File: src/rtl/instruction_fetch_queue.sv
// instruction_fetch_queue: show-ahead FIFO decoupling instruction fetch from decode, with one-cycle flush
module instruction_fetch_queue #(
    parameter int XLEN  = 32,
    parameter int DEPTH = 4,
    parameter int CW    = $clog2(DEPTH) + 1
) (
    input  logic            i_Clock,
    input  logic            i_Reset,
    input  logic            i_PushValid,
    output logic            o_PushReady,
    input  logic [XLEN-1:0] i_PushPC,
    input  logic [XLEN-1:0] i_PushNextPC,
    input  logic [31:0]     i_PushInstructionWord,
    input  logic            i_PushMisaligned,
    output logic            o_PopValid,
    input  logic            i_PopReady,
    output logic [XLEN-1:0] o_PopPC,
    output logic [XLEN-1:0] o_PopNextPC,
    output logic [31:0]     o_PopInstructionWord,
    output logic            o_PopMisaligned,
    input  logic            i_Flush,
    output logic [CW-1:0]   o_Count
);
    localparam int AW = $clog2(DEPTH);
    localparam int EW = 2 * XLEN + 33;

    if (DEPTH < 2 || DEPTH > 64 || (DEPTH & (DEPTH - 1)) != 0) begin : g_bad_depth
        $error("instruction_fetch_queue: DEPTH must be a power of two in 2..64");
    end

    logic [EW-1:0] mem_q [DEPTH];
    logic [AW-1:0] rd_ptr_q, rd_ptr_d, wr_ptr_q, wr_ptr_d;
    logic [CW-1:0] count_q, count_d;
    logic          push, pop;

    assign o_PushReady = count_q != CW'(DEPTH);
    assign o_PopValid  = count_q != '0;
    assign o_Count     = count_q;
    assign push        = i_PushValid & o_PushReady;
    assign pop         = o_PopValid & i_PopReady;
    assign {o_PopPC, o_PopNextPC, o_PopInstructionWord, o_PopMisaligned} = mem_q[rd_ptr_q];

    // Pointers wrap naturally at AW bits; count alone separates full from empty.
    always_comb begin
        rd_ptr_d = i_Flush ? '0 : pop  ? rd_ptr_q + AW'(1) : rd_ptr_q;
        wr_ptr_d = i_Flush ? '0 : push ? wr_ptr_q + AW'(1) : wr_ptr_q;
        count_d  = i_Flush ? '0 :
                   (push & ~pop) ? count_q + CW'(1) :
                   (pop & ~push) ? count_q - CW'(1) : count_q;
    end

    always_ff @(posedge i_Clock) begin
        if (i_Reset) begin
            rd_ptr_q <= '0;
            wr_ptr_q <= '0;
            count_q  <= '0;
        end else begin
            rd_ptr_q <= rd_ptr_d;
            wr_ptr_q <= wr_ptr_d;
            count_q  <= count_d;
        end
    end

    always_ff @(posedge i_Clock) begin
        if (push & ~i_Flush & ~i_Reset)
            mem_q[wr_ptr_q] <= {i_PushPC, i_PushNextPC, i_PushInstructionWord, i_PushMisaligned};
    end

    a_count_bound: assert property (@(posedge i_Clock) count_q <= CW'(DEPTH));
    a_idle_stable: assert property (@(posedge i_Clock)
        !(i_Reset | i_Flush | push | pop) |=> $stable({rd_ptr_q, wr_ptr_q, count_q}));
endmodule

File: config.mk
export PLATFORM = sky130hd
export DESIGN_NAME = instruction_fetch_queue
export DESIGN_NICKNAME = d
export VERILOG_FILES = /design/src/rtl/instruction_fetch_queue.sv
export SDC_FILE = /design/constraint.sdc
export NUM_CORES = 1
export LEC_CHECK = 0
export CAP_MARGIN = 20
export CORE_UTILIZATION = 26
export DETAILED_ROUTE_END_ITERATION = 6
export PLACE_DENSITY_LB_ADDON = 0.15
export SYNTH_ARGS = -nofsm -noshare
export SYNTH_HDL_FRONTEND = slang
export SYNTH_SLANG_ARGS = --single-unit
File: constraint.sdc
create_clock -name i_Clock -period 3.5 [get_ports i_Clock]
set_input_delay 0.35 -clock i_Clock [delete_from_list [all_inputs] [get_ports i_Clock]]
set_output_delay 0.35 -clock i_Clock [all_outputs]
set_load 0.02 [all_outputs]
# ---- After elaboration in Yosys (flattened, before gate mapping)
# Memory sizes are Yosys's and may differ from the RTL's. A register that Yosys moved wholly into a read port is not among the register bits.
# Index checks and enable logic that the tools add are counted.
# Widths: inputs -> output; s select.
dict set report op_classes {
  n_addsub 4
  multipliers 0
  div_mod_pow 0
  order_cmp 0
  n_eq_ne 1
  shifts 0
  n_mux 6
  bitwise 10
  n_reduce_logical 3
}
# cell count
set op_table {}
lappend op_table {{$and 1x1->1} 6}
lappend op_table {{$mux 3} 2}
lappend op_table {{$add 2x1->2 const B} 2}
lappend op_table {{$mux 2} 2}
lappend op_table {{$not 1->1} 4}
lappend op_table {{$add 3x1->3 const B} 1}
lappend op_table {{$ne 3x3->1 const B} 1}
lappend op_table {{$reduce_bool 3->1} 1}
lappend op_table {{$sub 3x1->3 const B} 1}
lappend op_table {{$mux 1} 2}
lappend op_table {{$reduce_bool 2->1} 1}
lappend op_table {{$reduce_or 2->1} 1}
dict set report word_totals {
  ff_bits 7
  latch_bits 0
  ramBits 388
  mem_bits_ro 0
  inputBits 102
  output_inout_bits 102
  elab_cells 28
  mem_count 1
}
# name depth width rd rd_ports_with_merged_regs wr line
set mem_list {}
lappend mem_list {mem_q 4 97 1 1 1 31} ;# logic [EW-1:0] mem_q [DEPTH];

# ---- Longest topological paths before layout
# Gate-level depths: netlist of the first run.
dict set report depth {
  word_depth 6
  depth_mapped 9
  ltp_nobuf 8
}

# ---- Worst setup path after synthesis of the first run
# Ideal clock, no wire load.
dict set report synth_timing {
  path_kind {reg-to-reg}
  start {reg count_q[0] (netlist: o_Count[0])}
  end {mem mem_q[3][0] (netlist name), enable pin}
  setup_time_ns 0.467
  t_arrival_ns 3.334
  required_ns 3.033
  slack_ns -0.301
  stages_incl_launch_ff 5
  path_buffers 1
  synth_period_minus_slack_ns 3.801
  cell_sequence {dfxtp_1 -> or3b_4 -> and2_4 -> buf_6 -> and3_1}
}
dict set report synth_between {
  elab_chain_cells 6
}
# element line
set synth_lines {}
lappend synth_lines {{from (decl)} 33} ;# logic [CW-1:0] count_q, count_d;
lappend synth_lines {{from (signal assigned)} 60} ;# count_q <= count_d;
lappend synth_lines {{$ne 3x3->1} 36} ;# assign o_PushReady = count_q != CW'(DEPTH);
lappend synth_lines {{via o_PushReady} 10} ;# output logic o_PushReady,
lappend synth_lines {{$and 1x1->1} 39} ;# assign push = i_PushValid & o_PushReady;
lappend synth_lines {{via push} 34} ;# logic push, pop;
lappend synth_lines {{$and 1x1->1 (2 in series)} 65} ;# if (push & ~i_Flush & ~i_Reset)
lappend synth_lines {{$mux 1} 65}
lappend synth_lines {{$mux 1 (not written as such)} 66} ;# mem_q[wr_ptr_q] <= {i_PushPC, i_PushNextPC, i_PushInstructionWord, i_PushMisaligned};
lappend synth_lines {{to (decl)} 31}
# The timed path passes the listed nets, and every way through them passes these cells.

==> impl_metrics.tcl, run 1 <==
set metrics [dict create \
    ir_worst_vdd_v 0.000323 \
    path_delay_family "buffers and inverters" \
    status "finished, final reports clean" \
    vias 6468 \
    die_h_um 238 \
    postCtsSetupBuffers 0 \
    initial_core_util 0.263 \
    post_cts_resized 0 \
    crit_slowest_cell "clkdlybuf4s50_1" \
    cp_data_required_time_ns 3.15 \
    fillCellCount 5165 \
    ys_seq_area_frac 0.819 \
    start_kind "register" \
    fin_crit_ns 2.83 \
    setup_tns_ns 0 \
    first_iter_violations 286 \
    setup_viol 0 \
    cts_buffers 45 \
    finalWorstSetupSlack_ns 0.674 \
    cts-htree-levels 2 \
    post-route-drc-count 0 \
    cts_hold_buf 0 \
    clk_latency_ns 0.56 \
    die_area_sq_um 56500 \
    root_buffer "clkbuf_16" \
    synth_cell_types 26 \
    via_per_inst 4.09 \
    crit_fanout 38 \
    antenna_found_initial 4 \
    yosys.area.top_type "edfxtp_1" \
    cp.arrival_ns 2.48 \
    drv_slew 0 \
    syn-num-nets 664 \
    leakage_nw 5.79 \
    core_area_sq_um 55000 \
    finalClockSkew_ns 0.0157 \
    ys_seq_elements 397 \
    tightestPinTransition_ns 0.568 \
    area_delta_synth_final_pct 31.2 \
    synth_top_cell_area_share 0.806 \
    io_pins 204 \
    cp_num_buf_inv 2 \
    fin_crit_sh 0.808 \
    synth_area_per_cell_sq_um 26.0 \
    clk_pin_slew_ns 0.06 \
    dieWidth_um 238 \
    syn_area_sq_um 14500 \
    gp_congestion 0.664 \
    relSlewSlack 0.621 \
    fmax_ghz 0.354 \
    hp-class "input port to register" \
    multi_input_area_sq_um 2480 \
    grt.total_usage 0.110 \
    cp_cell_sequence "buf_12, mux4_2, clkdlybuf4s50_1" \
    post-place-ws_ns 0.922 \
    crit_path_end_kind "output port" \
    synth_cells 556 \
    wirelength_um 31000 \
    grt_pass1_wl_um 45900 \
    rows 86 \
    path_class "register to output port" \
    layout-drive-gt1-share 0.221 \
    grt_max_degree 71 \
    insertedDiodeCount 0 \
    yosysWarningCount 0 \
    portBuffers 203 \
    ant_nets 0 \
    hold_viol 0 \
    rsz0062_at_grt "no" \
    clockBufferDepth 3 \
    drt_pass1_iterations 6 \
    cap_violations 0 \
    overflow 0 \
    powerDensity_nw_per_um2 555 \
    clock-sinks 397 \
    wl_per_cell_um 19.6 \
    cts_tree "done" \
    ys_top_cells_by_area "edfxtp_1 (81%), mux4_2 (15%), dfxtp_1 (1.2%)" \
    dp_hpwl_um 17300 \
    grt_pass1_vias 6993 \
    max_stage_delay_ns 0.59 \
    regArea_sq_um 11800 \
    final_nets 905 \
]
logic make-up after synthesis:
group	Yosys count	synth area share
AOI/OAI and AO/OA	6	0.00303
muxes	98	0.152
adders and majority gates	6	0.00571
buffers and inverters	27	0.0107
DFF	397	0.819
and+or+nand+nor	18	0.00753
xor gates and xnor gates	4	0.00242
metrics by stage:
stage           util  total power [mW]  hold WS [ns]  cells  area (sq um)
3_3_place_gp   0.319              6.10         0.504   1498         17500
4_1_cts        0.345              10.7         0.372   1581         19000
3_5_place_dp   0.319              6.10         0.497   1498         17500
2_1_floorplan      -              5.72         0.449    556         14500
5_1_grt        0.345              10.9         0.399   1581         19000
6_report       0.345              10.5         0.421   1581         19000
registers in the layout (all words and copies together), names as in the netlist, named ones only:
signal	flops
rd_ptr_q	2
mem_q	388
o_Count	3
wr_ptr_q	2
path summary, 6_finish.rpt:
| kind | start | endpoint | slack (ns) | cells past startpoint |
|---|---|---|---|---|
| setup / recovery | register | o_PopPC[1] | 0.67 | 3 |
| setup reg to reg | o_Count[0] | o_Count[2] | 1.24 | 8 |
| hold reg to reg | wr_ptr_q[0] | wr_ptr_q[0] | 0.51 | 2 |
| hold / removal | i_PushInstructionWord[26] | mem_q[0][27] | 0.42 | 1 |
synthesized netlist by cell type:
library cell,instances
o21ai_1,1
ha_1,5
xor2_1,4
and3_1,1
inv_1,3
nand4_1,2
dfxtp_1,9
fa_1,1
o311ai_0,1
clkbuf_1,7
edfxtp_1,388
and2_4,1
nand2_1,1
and3_2,3
or2_2,1
mux4_2,97
buf_2,12
or3_2,2
mux2i_1,1
or3b_4,1
o31ai_2,1
a21oi_1,1
nor2_1,6
o31ai_1,1
o21ai_0,1
buf_6,5
placed cells by master (no fill, tap or decap), types with 2 or more instances in the layout:
master,instances
mux4_2,97
clkinv_2,5
or3_2,2
xor2_1,4
dfxtp_4,2
nand4_1,2
buf_12,10
clkdlybuf4s50_1,203
buf_4,5
edfxtp_1,388
clkbuf_16,47
clkinv_1,9
ha_1,5
dfxtp_1,7
clkbuf_1,14
clkinvlp_4,2
and3_4,4
nor2_1,6
inv_1,3
bufinv_16,3
report_power, final:
part	internal (mW)	switching [mW]	total (mW)
clock network	2.70	1.83	4.53
logic	0.361	0.322	0.683
registers	5.28	0.0224	5.30
worst reg2reg max path, cell delays in order (launching register included):
cell and delay (ns):
dfxtp_1 0.48, or3b_4 0.21, and2_4 0.19, ha_1 0.19, inv_1 0.06, fa_1 0.37
xor2_1 0.16, or3_2 0.41, a21oi_1 0.14
metal layers:
| layer | vias to the layer above | routed length, um | GRT usage |
|---|---|---|---|
| met2 | 156 | 14300 | 0.168 |
| met1 | 3367 | 14000 | 0.146 |
| li1 | 2880 | - | - |
| met5 | - | 53 | 0 |
| met3 | 57 | 1940 | 0.0386 |
| met4 | 8 | 734 | 0.0362 |
layout make-up:
class                           count  share of cell area
Sequential cell                   397               0.624
Multi-Input combinational cell    132               0.131
Timing Repair Buffer              218               0.120
Clock buffer                       62              0.0655
Tap cell                          748              0.0494
Clock inverter                     21             0.00957
Inverter                            3            0.000594
Power figures use the tool's default switching activity.
==> inputs of run 2 (changes only) <==
==> constraint.sdc (replaced) <==
create_clock -name i_Clock -period 2.8 [get_ports i_Clock]
set_input_delay 0.28 -clock i_Clock [delete_from_list [all_inputs] [get_ports i_Clock]]
set_output_delay 0.28 -clock i_Clock [all_outputs]
set_load 0.02 [all_outputs]
==> run 2 against run 1 <==
Compared with the run above:
- cell count grew 0.63%
- worst hold slack lost 0.066 ns
- total power grew 28%
- clock skew shrank 0.0045 ns
- count of clock-buffer cells in the layout shrank 12
- via count grew 1.9%
- sequential power grew 25%
- die area is the same
- critical path type unchanged
- largest cell class unchanged
==> impl_metrics.tcl, run 2 (synthesis gave the netlist of run 1 again) <==
set metrics [dict create \
    cp_data_required_time_ns 2.52 \
    insertedDiodeCount 0 \
    post-route-drc-count 0 \
    fmax_ghz 0.371 \
    root_buffer "clkbuf_16" \
    io_pins 204 \
    tightestPinTransition_ns 0.520 \
    fillCellCount 5123 \
    crit_fanout 16 \
    drt_pass1_iterations 6 \
    finalClockSkew_ns 0.0112 \
    wl_per_cell_um 19.5 \
    core_area_sq_um 55000 \
    fin_crit_sh 0.962 \
    dieWidth_um 238 \
    rsz0062_at_grt "no" \
    powerDensity_nw_per_um2 703 \
    ant_nets 0 \
    rows 86 \
    grt_pass1_vias 7170 \
    clock-sinks 397 \
    post-place-ws_ns 0.412 \
    hp-class "input port to register" \
    cts_tree "done" \
    cts_hold_buf 0 \
    cap_violations 0 \
    clockBufferDepth 3 \
    crit_path_end_kind "output port" \
    leakage_nw 5.95 \
    finalWorstSetupSlack_ns 0.107 \
    first_iter_violations 321 \
    largest_reg_flops 388 \
    ir_worst_vdd_v 0.000321 \
    start_kind "register" \
    area_delta_synth_final_pct 32.9 \
    gp_congestion 0.670 \
    grt_pass1_wl_um 45900 \
    layout-drive-gt1-share 0.238 \
    portBuffers 203 \
    fin_crit_ns 2.69 \
    path_class "register to output port" \
    dp_hpwl_um 17400 \
    status "finished, final reports clean" \
    die_h_um 238 \
    drv_slew 0 \
    clk_pin_slew_ns 0.06 \
    setup_tns_ns 0 \
    final_common_cell "edfxtp_1" \
    clk_latency_ns 0.56 \
    vias 6591 \
    die_area_sq_um 56500 \
    setup_viol 0 \
    largest-register "mem_q" \
    antenna_found_initial 0 \
    wirelength_um 31000 \
    cp.arrival_ns 2.41 \
    cts-htree-levels 2 \
    via_per_inst 4.14 \
    grt.total_usage 0.110 \
    final_nets 915 \
    relSlewSlack 0.649 \
    postCtsSetupBuffers 0 \
    layout_common_cells "edfxtp_1 (388), clkdlybuf4s50_1 (189), mux4_2 (97)" \
    grt_max_degree 66 \
    cts_buffers 45 \
    initial_core_util 0.263 \
    hold_viol 0 \
    overflow 0 \
]
-- run 2: changes by cell type in the layout (fill, tap and decap cells not counted), sizes merged --
cell and delta:
dlygate4sd2 +12, inv +1, dlymetal6s2s +2, bufinv +5
clkbuf -12, bufbuf +1, clkinv +4, buf +9
clkinvlp +2, clkdlybuf4s50 -14
-- run 2: what timing repair did --
item | CTS | global route
cloned | 1 | 0
endpoints found under the setup margin | 25 | 2
gates resized for setup | 13 | 2
-- run 2: final cells by class --
class                      count  area, sq um  share of cell area
clock buffer                  50         1140              0.0596
sequential                   397        11800               0.617
timing repair buffer         228         2420               0.126
inverter                       3         11.3            0.000587
tap                          748          936              0.0487
multi-input combinational    132         2480               0.129
clock inverter                33          369              0.0192
-- run 2: per-stage QoR --
stage | area, sq um | utilization | power [mW] | std cells | hold WS [ns]
6_report | 19200 | 0.349 | 13.5 | 1591 | 0.355
5_1_grt | 19200 | 0.349 | 14.0 | 1591 | 0.314
4_1_cts | 19200 | 0.349 | 13.7 | 1591 | 0.300
3_5_place_dp | 17700 | 0.321 | 7.64 | 1507 | 0.503
3_3_place_gp | 17700 | 0.321 | 7.64 | 1507 | 0.506
2_1_floorplan | 14500 | - | 7.15 | 556 | 0.379
-- run 2: worst max-delay path, cell delays in order, from the launching register on --
cell	delay [ns]
dfxtp_4	0.37
buf_12	0.17
buf_16	0.19
mux4_2	0.53
clkdlybuf4s50_1	0.56
-- run 2: final timing paths --
check,start,slack [ns],to,cells past startpoint
setup reg to reg,o_Count[0],0.52,o_Count[2],8
setup / recovery,register,0.11,o_PopNextPC[11],4
hold reg to reg,wr_ptr_q[0],0.51,wr_ptr_q[0],2
hold / removal,i_PushNextPC[18],0.35,mem_q[1][51],1
-- run 2: power breakdown --
group          internal, mW  total (mW)  switching [mW]
Clock                  3.68        6.00            2.32
Combinational         0.463       0.872           0.409
Sequential             6.60        6.63          0.0252
-- run 2: routing by layer --
metal,share of wire,GRT usage,up-vias
met3,0.053,0.0323,53
met4,0.025,0.0360,0
li1,-,-,2904
met1,0.45,0.144,3471
met5,0,0,-
met2,0.48,0.174,163
